File: src/rtl/pipe_ctrl_pkg.sv
// Shared opcode/funct constants, ALUOp codes and the ID/EX control bundle
// for the pipelined control unit and its reusable decoder.
package pipe_ctrl_pkg;

  localparam logic [5:0] OP_RTYPE = 6'h00;
  localparam logic [5:0] OP_J     = 6'h02;
  localparam logic [5:0] OP_JAL   = 6'h03;
  localparam logic [5:0] OP_BEQ   = 6'h04;
  localparam logic [5:0] OP_BNE   = 6'h05;
  localparam logic [5:0] OP_BGTZ  = 6'h07;
  localparam logic [5:0] OP_SLTI  = 6'h0a;
  localparam logic [5:0] OP_SLTIU = 6'h0b;
  localparam logic [5:0] OP_ANDI  = 6'h0c;
  localparam logic [5:0] OP_LUI   = 6'h0f;
  localparam logic [5:0] OP_MUL   = 6'h1c;
  localparam logic [5:0] OP_LW    = 6'h23;
  localparam logic [5:0] OP_SW    = 6'h2b;

  localparam logic [5:0] FN_SLL = 6'h00;
  localparam logic [5:0] FN_SRL = 6'h02;
  localparam logic [5:0] FN_SRA = 6'h03;
  localparam logic [5:0] FN_JR  = 6'h08;

  // Low three ALUOp bits; bit 3 is always the opcode LSB.
  localparam logic [2:0] ALU_ADD  = 3'b000;
  localparam logic [2:0] ALU_BEQ  = 3'b001;
  localparam logic [2:0] ALU_R    = 3'b010;
  localparam logic [2:0] ALU_MUL  = 3'b011;
  localparam logic [2:0] ALU_ANDI = 3'b100;
  localparam logic [2:0] ALU_SLTI = 3'b101;
  localparam logic [2:0] ALU_BNE  = 3'b110;
  localparam logic [2:0] ALU_BGTZ = 3'b111;

  typedef struct packed {
    logic       valid;
    logic       branch;
    logic       reg_write;
    logic       mem_read;
    logic       mem_write;
    logic       alu_src1;
    logic       alu_src2;
    logic       ext_op;
    logic       lu_op;
    logic [1:0] reg_dst;
    logic [1:0] mem_to_reg;
    logic [3:0] alu_op;
    logic [4:0] rs;
    logic [4:0] rt;
    logic [4:0] rd;
    logic [4:0] shamt;
  } ctrl_bundle_t;

  localparam ctrl_bundle_t CTRL_BUBBLE = '0;

  typedef enum logic {
    MUL_IDLE = 1'b0,
    MUL_BUSY = 1'b1
  } mul_state_e;

  // Opcodes whose rt field is a source operand rather than a destination.
  function automatic logic op_reads_rt(input logic [5:0] op);
    return (op == OP_RTYPE) || (op == OP_BEQ) || (op == OP_BNE) ||
           (op == OP_SW) || (op == OP_MUL);
  endfunction

endpackage

File: src/rtl/ctrl_decode.sv
// Purely combinational MIPS instruction decoder producing a ctrl_bundle_t;
// shared between the single-cycle and pipelined control units.
module ctrl_decode
  import pipe_ctrl_pkg::*;
(
  input  logic         valid_i,
  input  logic [31:0]  instr_i,
  output ctrl_bundle_t ctrl_o
);

  logic [5:0] op;
  logic [5:0] funct;
  logic       isR;
  logic       isJr;
  logic [2:0] aluLow;

  assign op    = instr_i[31:26];
  assign funct = instr_i[5:0];
  assign isR   = (op == OP_RTYPE);
  assign isJr  = isR && (funct == FN_JR);

  always_comb begin
    case (op)
      OP_RTYPE:         aluLow = ALU_R;
      OP_BEQ:           aluLow = ALU_BEQ;
      OP_BNE:           aluLow = ALU_BNE;
      OP_ANDI:          aluLow = ALU_ANDI;
      OP_MUL:           aluLow = ALU_MUL;
      OP_SLTI, OP_SLTIU: aluLow = ALU_SLTI;
      OP_BGTZ:          aluLow = ALU_BGTZ;
      default:          aluLow = ALU_ADD;
    endcase
  end

  // An invalid slot decodes to the bubble so it can never look like a consumer.
  always_comb begin
    ctrl_o = CTRL_BUBBLE;
    if (valid_i) begin
      ctrl_o.valid     = 1'b1;
      ctrl_o.branch    = (op == OP_BEQ) || (op == OP_BNE) || (op == OP_BGTZ);
      ctrl_o.reg_write = !(isJr || (op == OP_J) || (op == OP_BEQ) ||
                           (op == OP_BNE) || (op == OP_BGTZ) || (op == OP_SW));
      ctrl_o.mem_read  = (op == OP_LW);
      ctrl_o.mem_write = (op == OP_SW);
      ctrl_o.alu_src1  = isR && ((funct == FN_SLL) || (funct == FN_SRL) ||
                                 (funct == FN_SRA));
      ctrl_o.alu_src2  = !(isR || (op == OP_BEQ) || (op == OP_BNE) ||
                           (op == OP_MUL));
      ctrl_o.ext_op    = (op != OP_ANDI);
      ctrl_o.lu_op     = (op == OP_LUI);
      if (op == OP_JAL)
        ctrl_o.reg_dst = 2'd2;
      else if (isR || (op == OP_MUL))
        ctrl_o.reg_dst = 2'd1;
      if (op == OP_LW)
        ctrl_o.mem_to_reg = 2'd1;
      else if (op == OP_JAL)
        ctrl_o.mem_to_reg = 2'd2;
      ctrl_o.alu_op    = {op[0], aluLow};
      ctrl_o.rs        = instr_i[25:21];
      ctrl_o.rt        = instr_i[20:16];
      ctrl_o.rd        = instr_i[15:11];
      ctrl_o.shamt     = instr_i[10:6];
    end
  end

endmodule

File: src/rtl/pipe_ctrl_unit.sv
// Pipelined control unit: ID decode into the ID/EX register plus load-use,
// branch/jump flush and multi-cycle mul hold (PIPE_CTRL_MUL_MULTICYCLE_EN).
module pipe_ctrl_unit
  import pipe_ctrl_pkg::*;
#(
  parameter int MUL_CYCLES = 4,
  parameter int ALUOP_W    = 4,
  parameter int REG_W      = 5
) (
  input  logic               clk,
  input  logic               reset,
  input  logic               id_valid,
  input  logic [31:0]        id_instr,
  input  logic               ex_branch_taken,
  output logic [1:0]         pc_src,
  output logic               stall,
  output logic               flush_if_id,
  output logic               ex_valid,
  output logic               ex_branch,
  output logic               ex_reg_write,
  output logic               ex_mem_read,
  output logic               ex_mem_write,
  output logic               ex_alu_src1,
  output logic               ex_alu_src2,
  output logic               ex_ext_op,
  output logic               ex_lu_op,
  output logic [1:0]         ex_reg_dst,
  output logic [1:0]         ex_mem_to_reg,
  output logic [ALUOP_W-1:0] ex_alu_op,
  output logic [REG_W-1:0]   ex_rs,
  output logic [REG_W-1:0]   ex_rt,
  output logic [REG_W-1:0]   ex_rd,
  output logic [4:0]         ex_shamt
);

  ctrl_bundle_t idCtrl;
  ctrl_bundle_t exCtrl_q;
  ctrl_bundle_t exCtrl_d;

  logic [5:0] idOp;
  logic [5:0] idFunct;
  logic [4:0] idRs;
  logic [4:0] idRt;
  logic       idJr;
  logic       idJump;
  logic       loadUse;
  logic       branchFlush;
  logic       mulHold;

  assign idOp    = id_instr[31:26];
  assign idFunct = id_instr[5:0];
  assign idRs    = id_instr[25:21];
  assign idRt    = id_instr[20:16];
  assign idJr    = id_valid && (idOp == OP_RTYPE) && (idFunct == FN_JR);
  assign idJump  = idJr || (id_valid && ((idOp == OP_J) || (idOp == OP_JAL)));

  ctrl_decode u_decode (
    .valid_i (id_valid),
    .instr_i (id_instr),
    .ctrl_o  (idCtrl)
  );

  assign branchFlush = exCtrl_q.valid && exCtrl_q.branch && ex_branch_taken;

  assign loadUse = id_valid && exCtrl_q.valid && exCtrl_q.mem_read &&
                   (exCtrl_q.rt != 5'd0) &&
                   ((exCtrl_q.rt == idRs) ||
                    (op_reads_rt(idOp) && (exCtrl_q.rt == idRt)));

`ifdef PIPE_CTRL_MUL_MULTICYCLE_EN
  mul_state_e mulState_q;
  mul_state_e mulState_d;
  logic [3:0] mulCnt_q;
  logic [3:0] mulCnt_d;
  logic       idMul;

  assign idMul   = id_valid && (idOp == OP_MUL);
  assign mulHold = (mulState_q == MUL_BUSY);

  // The FSM arms on the edge that actually loads a mul into ID/EX.
  always_comb begin
    mulState_d = mulState_q;
    mulCnt_d   = mulCnt_q;
    if (branchFlush) begin
      mulState_d = MUL_IDLE;
      mulCnt_d   = 4'd0;
    end else if (mulHold) begin
      if (mulCnt_q <= 4'd1) begin
        mulState_d = MUL_IDLE;
        mulCnt_d   = 4'd0;
      end else begin
        mulCnt_d = mulCnt_q - 4'd1;
      end
    end else if (!loadUse && idMul && (MUL_CYCLES > 1)) begin
      mulState_d = MUL_BUSY;
      mulCnt_d   = 4'(MUL_CYCLES - 1);
    end
  end

  always_ff @(posedge clk) begin
    if (reset) begin
      mulState_q <= MUL_IDLE;
      mulCnt_q   <= 4'd0;
    end else begin
      mulState_q <= mulState_d;
      mulCnt_q   <= mulCnt_d;
    end
  end
`else
  logic unusedMulCycles;
  assign unusedMulCycles = ^4'(MUL_CYCLES);
  assign mulHold         = 1'b0;
`endif

  // Hazard resolution in priority order; reset is handled in the register.
  always_comb begin
    exCtrl_d    = idCtrl;
    stall       = 1'b0;
    flush_if_id = 1'b0;
    if (branchFlush) begin
      exCtrl_d    = CTRL_BUBBLE;
      flush_if_id = 1'b1;
    end else if (mulHold) begin
      exCtrl_d = exCtrl_q;
      stall    = 1'b1;
    end else if (loadUse) begin
      exCtrl_d = CTRL_BUBBLE;
      stall    = 1'b1;
    end else if (idJump) begin
      flush_if_id = 1'b1;
    end
  end

  always_comb begin
    pc_src = 2'b00;
    if (!stall) begin
      if (idJr)
        pc_src = 2'b10;
      else if (idJump)
        pc_src = 2'b01;
    end
  end

  always_ff @(posedge clk) begin
    if (reset)
      exCtrl_q <= CTRL_BUBBLE;
    else
      exCtrl_q <= exCtrl_d;
  end

  assign ex_valid      = exCtrl_q.valid;
  assign ex_branch     = exCtrl_q.branch;
  assign ex_reg_write  = exCtrl_q.reg_write;
  assign ex_mem_read   = exCtrl_q.mem_read;
  assign ex_mem_write  = exCtrl_q.mem_write;
  assign ex_alu_src1   = exCtrl_q.alu_src1;
  assign ex_alu_src2   = exCtrl_q.alu_src2;
  assign ex_ext_op     = exCtrl_q.ext_op;
  assign ex_lu_op      = exCtrl_q.lu_op;
  assign ex_reg_dst    = exCtrl_q.reg_dst;
  assign ex_mem_to_reg = exCtrl_q.mem_to_reg;
  assign ex_alu_op     = ALUOP_W'(exCtrl_q.alu_op);
  assign ex_rs         = REG_W'(exCtrl_q.rs);
  assign ex_rt         = REG_W'(exCtrl_q.rt);
  assign ex_rd         = REG_W'(exCtrl_q.rd);
  assign ex_shamt      = exCtrl_q.shamt;

endmodule

File: config.mk
export PLATFORM = sky130hd
export DESIGN_NAME = pipe_ctrl_unit
export DESIGN_NICKNAME = d
export VERILOG_FILES = /design/src/rtl/pipe_ctrl_pkg.sv /design/src/rtl/ctrl_decode.sv /design/src/rtl/pipe_ctrl_unit.sv
export SDC_FILE = /design/constraint.sdc
export NUM_CORES = 1
export LEC_CHECK = 0
export BUFFER_PORTS_ARGS = -buffer_cell sky130_fd_sc_hd__buf_2
export CAP_MARGIN = 20
export CORE_MARGIN = 4
export CORE_UTILIZATION = 48
export DETAILED_ROUTE_END_ITERATION = 10
export MAX_ROUTING_LAYER = met4
export PLACE_DENSITY = 0.84
export SETUP_SLACK_MARGIN = 0.1
export SLEW_MARGIN = 25
export SYNTH_ARGS = -nofsm -noshare
export SYNTH_HDL_FRONTEND = slang
export SYNTH_SLANG_ARGS = --single-unit
File: constraint.sdc
create_clock -name clk -period 5.4 [get_ports clk]
set_clock_uncertainty 0.2 [all_clocks]
set_input_delay 1.62 -clock clk [delete_from_list [all_inputs] [get_ports clk]]
set_output_delay 1.62 -clock clk [all_outputs]
set_load 0.005 [all_outputs]
==> tab_implementation.tex, run 1 <==
\begin{tabular}{lr}
\hline
Metric & Value \\
\hline
\multicolumn{2}{l}{\textbf{Route}} \\
\quad Drt drc & 0 \\
\quad Number of DRC markers after the initial detailed-route iteration & 52 \\
\quad Detail Route Antenna Nets & 0 \\
\quad TritonRoute pass-1 iters & 4 \\
\quad Routed WL & 3610 um \\
\quad Post-detailed-route wirelength per cell & 13.0 um \\
\quad Vias & 1380 \\
\quad Vias per cell & 4.96 \\
\multicolumn{2}{l}{\textbf{Setup path}} \\
\quad Sort of element at the end of the critical path & output port \\
\quad CP max FO & 8 \\
\quad Worst reg2reg endpoint & ex\_alu\_src1 \\
\quad Cell count of the worst reg-to-reg path & 5 \\
\quad Arrival time worst endpoint & 3170 ps \\
\quad Critical Path Source Type & input pin \\
\quad Source of the worst register-to-register timing path & ex\_rt[1] \\
\quad Setup Crit Path Kind & in -> out \\
\quad Worst setup slack for register-to-register paths & 3250 ps \\
\quad Worst setup startpoint & id\_instr[26] \\
\quad Crit path to & stall \\
\quad Required time of the critical path & 3580 ps \\
\multicolumn{2}{l}{\textbf{Floorplanning}} \\
\quad Placeable Area & 3050 sq um \\
\quad Die outline area & 4130 sq um \\
\quad Starting density of the core & 49.8\% \\
\quad Height of the die & 64.3 um \\
\quad Die width & 64.3 um \\
\quad Row count & 20 \\
\quad Number of I/O pins & 77 \\
\multicolumn{2}{l}{\textbf{Clocking}} \\
\quad Number of buffers created by CTS & 5 \\
\quad Buffers from clock root to sink, at most & 2 \\
\quad Root Buffer Master & sky130\_fd\_sc\_hd\_\_clkbuf\_4 \\
\quad Number of sinks on the clock net & 36 \\
\quad CTS tree & built \\
\quad Clk pin slew, worst setup/hold paths & 110 ps \\
\quad H-tree levels & 2 \\
\quad Clock latency of the later-clocked register in the worst-skew pair & 350 ps \\
\multicolumn{2}{l}{\textbf{Hold path}} \\
\quad Source of the worst hold timing path & ex\_mem\_read \\
\quad Path category of the worst min-delay check & reg -> reg \\
\quad Hold path depth & 4 \\
\multicolumn{2}{l}{\textbf{Placement}} \\
\quad DPL Wire Length & 2760 um \\
\quad Routability congestion estimate from global placement & 0.872 \\
\quad Placed cell count & 270 \\
\quad IO buf count & 76 \\
\multicolumn{2}{l}{\textbf{Layout}} \\
\quad Diodes inserted & 0 \\
\quad Net total in the final layout & 273 \\
\quad Fill cell count & 273 \\
\quad Post-layout util & 65.0\% \\
\quad Layout cell share with drive strength beyond 1 & 38.9\% \\
\quad Non-filler cells, final & 278 \\
\quad Post-synthesis to final-layout area growth & 30.3\% \\
\multicolumn{2}{l}{\textbf{Global routing}} \\
\quad Maximum number of pins on one net before global-route repair & 30 \\
\quad Global-route met2 utilization & 31.1\% \\
\quad Met3 layer usage reported by global route & 4.57\% \\
\quad Global-route wire length before repair & 5710 um \\
\quad Total global-route track usage & 18.4\% \\
\quad Via count of the first global-routing pass & 1292 \\
\quad Met1 track demand over resource in global routing & 19.7\% \\
\quad Most used routing layer & met2 \\
\quad Remaining global-route overflow & 0 \\
\quad Number of antenna violations at the first check in global routing & 0 \\
\multicolumn{2}{l}{\textbf{Yosys}} \\
\quad Post-synthesis instance area & 1520 sq um \\
\quad Number of warning messages in the yosys log & 0 \\
\quad Flip-flop and latch count after synthesis & 36 \\
\quad Post-synth EDFFs & 0 \\
\quad Ys flop type & sky130\_fd\_sc\_hd\_\_dfxtp\_1 \\
\quad Instance count of the mapped netlist & 158 \\
\quad Sequential-to-total area share from yosys stat & 47.4\% \\
\quad Ys async rst share & 0\% \\
\quad Area contributors post-synth & sky130\_fd\_sc\_hd\_\_dfxtp\_1 (47\%), sky130\_fd\_sc\_hd\_\_and2\_1 (8.6\%), sky130\_fd\_sc\_hd\_\_xor2\_1 (3.5\%) \\
\quad Cell with the most instances after synthesis & sky130\_fd\_sc\_hd\_\_dfxtp\_1 \\
\quad Most frequent cells after synthesis & sky130\_fd\_sc\_hd\_\_dfxtp\_1 (36), sky130\_fd\_sc\_hd\_\_and2\_1 (21), sky130\_fd\_sc\_hd\_\_a21oi\_1 (8) \\
\quad Distinct cells, synth & 39 \\
\quad Portion of synthesized cell area occupied by the leading cell type & 47.4\% \\
\quad Post-Synthesis Net Count & 198 \\
\quad Avg Cell Area, Syn & 9.63 sq um \\
\quad Post-synth top area cell & sky130\_fd\_sc\_hd\_\_dfxtp\_1 \\
\multicolumn{2}{l}{\textbf{Timing}} \\
\quad Min Clock Period, post-route & 4990 ps \\
\quad Maximum clock frequency & 200 MHz \\
\quad Final total negative setup slack & 0 ps \\
\quad Slew headroom & 72.6\% \\
\quad Final count of pins violating max slew & 0 \\
\quad Measured slew at the worst slew-check pin & 401 ps \\
\quad Setup repair after global routing missed its margin & no \\
\quad Final setup violation count & 0 \\
\quad Final worst path period share & 92.4\% \\
\quad Final hold violations & 0 \\
\multicolumn{2}{l}{\textbf{Job}} \\
\quad Number of maximum-capacitance violations & 0 \\
\multicolumn{2}{l}{\textbf{Power and ir drop}} \\
\quad Peak supply drop & 0.000162 V \\
\quad P\_leak & 0.995 nW \\
\quad Power per standard cell area & 276 nW/um\^{}2 \\
\multicolumn{2}{l}{\textbf{Outcome}} \\
\quad Outcome & finished, final reports clean \\
\hline
\end{tabular}
-- critical path, stage by stage --
cell                        delay (ps)
sky130_fd_sc_hd__buf_2             120
sky130_fd_sc_hd__inv_1             100
sky130_fd_sc_hd__ha_1              340
sky130_fd_sc_hd__nand2b_1          150
sky130_fd_sc_hd__a21oi_2           130
sky130_fd_sc_hd__o2111ai_1         170
sky130_fd_sc_hd__a21oi_2           290
sky130_fd_sc_hd__and2_1            160
sky130_fd_sc_hd__buf_2             100
-- layout by cell type (no fill, tap or decap), drive strengths merged, types with 2 or more instances in the layout --
master and count:
inv 5, o21ai 4, and3 7, nor4 5
buf 79, nor3 7, o2111ai 2, xnor2 4
xor2 6, nand2 6, clkbuf 5, nor2 6
and2 21, nor4b 2, a31oi 2, a21oi 9
nand3 5, dfxtp 36, ha 4
-- area by class of cell --
class	count	area [sq um]	share of cell area, %
Tap cell	44	55.1	2.78
Multi-Input combinational cell	106	706	35.6
Timing Repair Buffer	79	403	20.3
Clock inverter	3	42.5	2.15
Clock buffer	5	37.5	1.89
Sequential cell	36	721	36.3
Inverter	5	18.8	0.946
-- routing by layer --
| metal | share of wire (%) | wire length [um] |
|---|---|---|
| met4 | 2.5 | 92 |
| met3 | 7.2 | 259 |
| met2 | 51 | 1840 |
| met1 | 39 | 1420 |
| met5 | 0 | 0 |
-- where the power goes --
| part | internal [mW] | switching (mW) |
|---|---|---|
| clock | 0.0965 | 0.0924 |
| combinational | 0.0368 | 0.0371 |
| sequential | 0.279 | 0.00604 |
| total | 0.412 | 0.136 |
-- through the flow --
step	hold WS, ps	setup slack [ps]	area (sq um)	power [mW]
6_report	698	410	1980	0.548
5_1_grt	813	233	1980	0.573
4_1_cts	740	303	1980	0.552
3_5_place_dp	714	333	1900	0.365
3_3_place_gp	726	395	1900	0.363
2_1_floorplan	501	659	1520	0.334
-- what timing repair did --
item / in CTS / in global routing
hold buffers: 0 / 0
resized for setup: 0 / 1
setup endpoints to repair: 0 / 4
buffers inserted: 0 / 0
-- how the worst min path moves through the flow --
stage | end | slack, ps
floorplan | ex_reg_write | 500
global placement | ex_alu_op[3] | 730
detailed placement | ex_alu_op[3] | 710
CTS | ex_alu_op[3] | 740
global route | ex_mem_read | 810
finish | ex_alu_op[3] | 700
-- logic make-up (layout without fill, tap and decap cells) --
logic type | Yosys count | in the layout | share of synthesized area [%]
AO/OA/AOI/OAI | 25 | 25 | 10.9
AND/OR/NAND/NOR | 67 | 67 | 26.2
flip-flops | 36 | 36 | 47.4
XOR/XNOR | 10 | 10 | 5.76
adder cells (fa/ha/maj) | 4 | 4 | 3.29
buffers and inverters | 16 | 92 | 6.50
(Power assumes the default switching activity.)
==> run 2: changes to the inputs <==
Settings changed: ABC_AREA set to 1, CORE_ASPECT_RATIO set to 1.4, CORE_UTILIZATION 48 to 40, PLACE_DENSITY 0.84 to 0.74.
Clock period 5.4 ns to 4.3 ns, I/O delays scaled along.
==> tab_implementation.tex, run 2 <==
\begin{tabular}{lr}
\hline
Metric & Value \\
\hline
\multicolumn{2}{l}{\textbf{Placement}} \\
\quad IO buf count & 76 \\
\quad Routability congestion estimate from global placement & 0.912 \\
\quad Placed cell count & 324 \\
\quad DPL Wire Length & 3060 um \\
\multicolumn{2}{l}{\textbf{Global routing}} \\
\quad Number of antenna violations at the first check in global routing & 0 \\
\quad Most used routing layer & met2 \\
\quad Maximum number of pins on one net before global-route repair & 35 \\
\quad Total global-route track usage & 16.2\% \\
\quad Via count of the first global-routing pass & 1468 \\
\quad Met1 track demand over resource in global routing & 15.4\% \\
\quad Met3 layer usage reported by global route & 5.25\% \\
\quad Remaining global-route overflow & 0 \\
\quad Global-route wire length before repair & 5780 um \\
\quad Global-route met2 utilization & 29.2\% \\
\multicolumn{2}{l}{\textbf{Layout}} \\
\quad Fill cell count & 377 \\
\quad Diodes inserted & 0 \\
\quad Net total in the final layout & 329 \\
\quad Most common cell after layout, fill and taps aside & sky130\_fd\_sc\_hd\_\_buf\_2 \\
\quad Total area of multi-input combinational cells & 624 sq um \\
\quad Commonest non-fill, non-tap cells in the layout & sky130\_fd\_sc\_hd\_\_buf\_2 (76), sky130\_fd\_sc\_hd\_\_inv\_1 (44), sky130\_fd\_sc\_hd\_\_nor2\_1 (43), sky130\_fd\_sc\_hd\_\_dfxtp\_1 (36), sky130\_fd\_sc\_hd\_\_nand2\_1 (31) \\
\quad Layout cell share with drive strength beyond 1 & 34.1\% \\
\quad Post-layout util & 55.5\% \\
\quad Non-filler cells, final & 332 \\
\quad Footprint of the flip-flops and latches & 721 sq um \\
\quad Post-synthesis to final-layout area growth & 32.6\% \\
\multicolumn{2}{l}{\textbf{Power and ir drop}} \\
\quad Peak supply drop & 0.000306 V \\
\quad P\_leak & 1.20 nW \\
\quad Power per standard cell area & 327 nW/um\^{}2 \\
\multicolumn{2}{l}{\textbf{Timing}} \\
\quad Final total negative setup slack & 0 ps \\
\quad Setup repair after global routing missed its margin & no \\
\quad Slew headroom & 74.1\% \\
\quad Min Clock Period, post-route & 4060 ps \\
\quad Final count of pins violating max slew & 0 \\
\quad Final worst path period share & 94.5\% \\
\quad Maximum clock frequency & 246 MHz \\
\quad Measured slew at the worst slew-check pin & 389 ps \\
\quad Final setup violation count & 0 \\
\quad Final hold violations & 0 \\
\multicolumn{2}{l}{\textbf{Route}} \\
\quad Number of DRC markers after the initial detailed-route iteration & 33 \\
\quad TritonRoute pass-1 iters & 4 \\
\quad Vias & 1497 \\
\quad Post-detailed-route wirelength per cell & 11.3 um \\
\quad Routed WL & 3740 um \\
\quad Detail Route Antenna Nets & 0 \\
\quad Vias per cell & 4.51 \\
\quad Drt drc & 0 \\
\multicolumn{2}{l}{\textbf{Setup path}} \\
\quad CP max FO & 5 \\
\quad Required time of the critical path & 2810 ps \\
\quad Arrival time worst endpoint & 2570 ps \\
\quad Critical Path Source Type & input pin \\
\quad Sort of element at the end of the critical path & output port \\
\quad Setup Crit Path Kind & in -> out \\
\multicolumn{2}{l}{\textbf{Yosys}} \\
\quad Instance count of the mapped netlist & 210 \\
\quad Sequential-to-total area share from yosys stat & 46.8\% \\
\quad Distinct cells, synth & 21 \\
\quad Share of synthesized area spent on multiplexers & 0\% \\
\quad Synth Area in XOR/XNOR & 1.71\% \\
\quad Combinational family with the most area after synthesis & simple AND/OR/NAND/NOR gates \\
\quad Post-synth top area cell & sky130\_fd\_sc\_hd\_\_dfxtp\_1 \\
\quad Post-Synthesis Net Count & 250 \\
\quad Ys flop type & sky130\_fd\_sc\_hd\_\_dfxtp\_1 \\
\quad Area contributors post-synth & sky130\_fd\_sc\_hd\_\_dfxtp\_1 (47\%), sky130\_fd\_sc\_hd\_\_inv\_1 (11\%), sky130\_fd\_sc\_hd\_\_nor2\_1 (11\%) \\
\quad Most frequent cells after synthesis & sky130\_fd\_sc\_hd\_\_inv\_1 (45), sky130\_fd\_sc\_hd\_\_nor2\_1 (44), sky130\_fd\_sc\_hd\_\_dfxtp\_1 (36) \\
\quad Share of synthesized cell area in full adder, half adder and majority cells & 3.25\% \\
\quad Cell with the most instances after synthesis & sky130\_fd\_sc\_hd\_\_inv\_1 \\
\quad Number of warning messages in the yosys log & 0 \\
\quad Portion of synthesized cell area occupied by the leading cell type & 46.8\% \\
\quad Post-synth EDFFs & 0 \\
\quad Compound-gate portion of the synthesized area & 4.23\% \\
\quad Fraction of the mapped netlist area in simple logic gates & 30.3\% \\
\quad Ys async rst share & 0\% \\
\quad Post-synthesis instance area & 1540 sq um \\
\quad Avg Cell Area, Syn & 7.33 sq um \\
\quad Flip-flop and latch count after synthesis & 36 \\
\multicolumn{2}{l}{\textbf{Clocking}} \\
\quad Post-CTS Setup Repair Bufs & 0 \\
\quad CTS Hold Bufs & 0 \\
\quad Number of buffers created by CTS & 5 \\
\quad Buffers from clock root to sink, at most & 2 \\
\quad CTS tree & built \\
\quad Clock latency of the later-clocked register in the worst-skew pair & 280 ps \\
\quad Clk pin slew, worst setup/hold paths & 70 ps \\
\quad Number of sinks on the clock net & 36 \\
\quad H-tree levels & 2 \\
\quad Root Buffer Master & sky130\_fd\_sc\_hd\_\_clkbuf\_8 \\
\multicolumn{2}{l}{\textbf{Floorplanning}} \\
\quad Height of the die & 81.4 um \\
\quad Starting density of the core & 41.9\% \\
\quad Row count & 26 \\
\quad Number of I/O pins & 77 \\
\quad Placeable Area & 3680 sq um \\
\quad Die outline area & 4920 sq um \\
\quad Die width & 60.4 um \\
\multicolumn{2}{l}{\textbf{Outcome}} \\
\quad Outcome & finished, final reports clean \\
\multicolumn{2}{l}{\textbf{Job}} \\
\quad Number of maximum-capacitance violations & 0 \\
\multicolumn{2}{l}{\textbf{Hold path}} \\
\quad Path category of the worst min-delay check & reg -> reg \\
\hline
\end{tabular}
==> run 2: changes by cell type in the layout (fill, tap and decap cells not counted), moves of 5 or more <==
cell,change
sky130_fd_sc_hd__and2_1,-21
sky130_fd_sc_hd__and3_1,-7
sky130_fd_sc_hd__clkbuf_4,-5
sky130_fd_sc_hd__clkbuf_8,+6
sky130_fd_sc_hd__inv_1,+39
sky130_fd_sc_hd__nand2_1,+25
sky130_fd_sc_hd__nand3_1,+5
sky130_fd_sc_hd__nand4_1,+5
sky130_fd_sc_hd__nor2_1,+37
sky130_fd_sc_hd__nor2_2,+6
sky130_fd_sc_hd__nor4_1,-5
==> run 2: worst max-delay path: stages <==
cell and delay, ps:
sky130_fd_sc_hd__buf_2 120, sky130_fd_sc_hd__inv_2 80, sky130_fd_sc_hd__ha_2 200, sky130_fd_sc_hd__inv_1 60, sky130_fd_sc_hd__nor2_2 120, sky130_fd_sc_hd__nand2_1 100
sky130_fd_sc_hd__nand4_1 120, sky130_fd_sc_hd__nand2_1 70, sky130_fd_sc_hd__nand2_2 80, sky130_fd_sc_hd__nand3_2 90, sky130_fd_sc_hd__inv_1 90, sky130_fd_sc_hd__nor2_1 40
sky130_fd_sc_hd__buf_2 120
==> run 2: cell families after synthesis <==
group,after synthesis
AOI/OAI and AO/OA,12
xor gates and xnor gates,3
adders and majority gates,4
buffers and inverters,49
DFF,36
and+or+nand+nor,106
==> run 2: cell type report <==
type	count	share of cell area, %
sequential	36	35.3
multi-input combinational	125	30.6
timing repair buffer	76	18.6
inverter	45	8.28
clock buffer	7	4.23
tap	42	2.58
clock inverter	1	0.368
==> run 2: path summary, 6_finish.rpt <==
kind           startpoint           end  slack [ps]  cells after the start
min           ex_mem_read  ex_alu_op[0]         610                      5
max          id_instr[26]   flush_if_id         240                     13
max reg2reg      ex_rt[3]  ex_reg_write        2540                     11
min reg2reg   ex_mem_read  ex_alu_op[0]         610                      5
==> run 2: layer usage <==
| layer | part of all wire, % | vias to the layer above |
|---|---|---|
| met5 | 0 | - |
| met4 | 1.4 | 0 |
| met3 | 9.2 | 4 |
| met2 | 53 | 53 |
| met1 | 37 | 655 |
| li1 | - | 785 |
==> run 2: repair_timing <==
item	in CTS	in global routing
endpoints found under the hold margin	0	0
resized for setup	2	3
setup endpoints to repair	3	4
pin swaps	0	1
==> run 2: power by group <==
| part | switching, mW | total, mW | internal, mW |
|---|---|---|---|
| registers | 0.00431 | 0.348 | 0.344 |
| clock network | 0.112 | 0.242 | 0.130 |
| logic | 0.0433 | 0.0768 | 0.0335 |
| total | 0.159 | 0.667 | 0.508 |
==> run 2: metrics by stage <==
| stage | area, sq um | worst slack (ps) | power, mW | hold WS [ps] |
|---|---|---|---|---|
| CTS | 2030 | 105 | 0.678 | 597 |
| finish | 2040 | 235 | 0.667 | 615 |
| global route | 2040 | 117 | 0.701 | 680 |
| detailed placement | 1930 | 59.3 | 0.433 | 586 |
| global placement | 1930 | 159 | 0.432 | 579 |
| floorplan | 1540 | 487 | 0.397 | 498 |
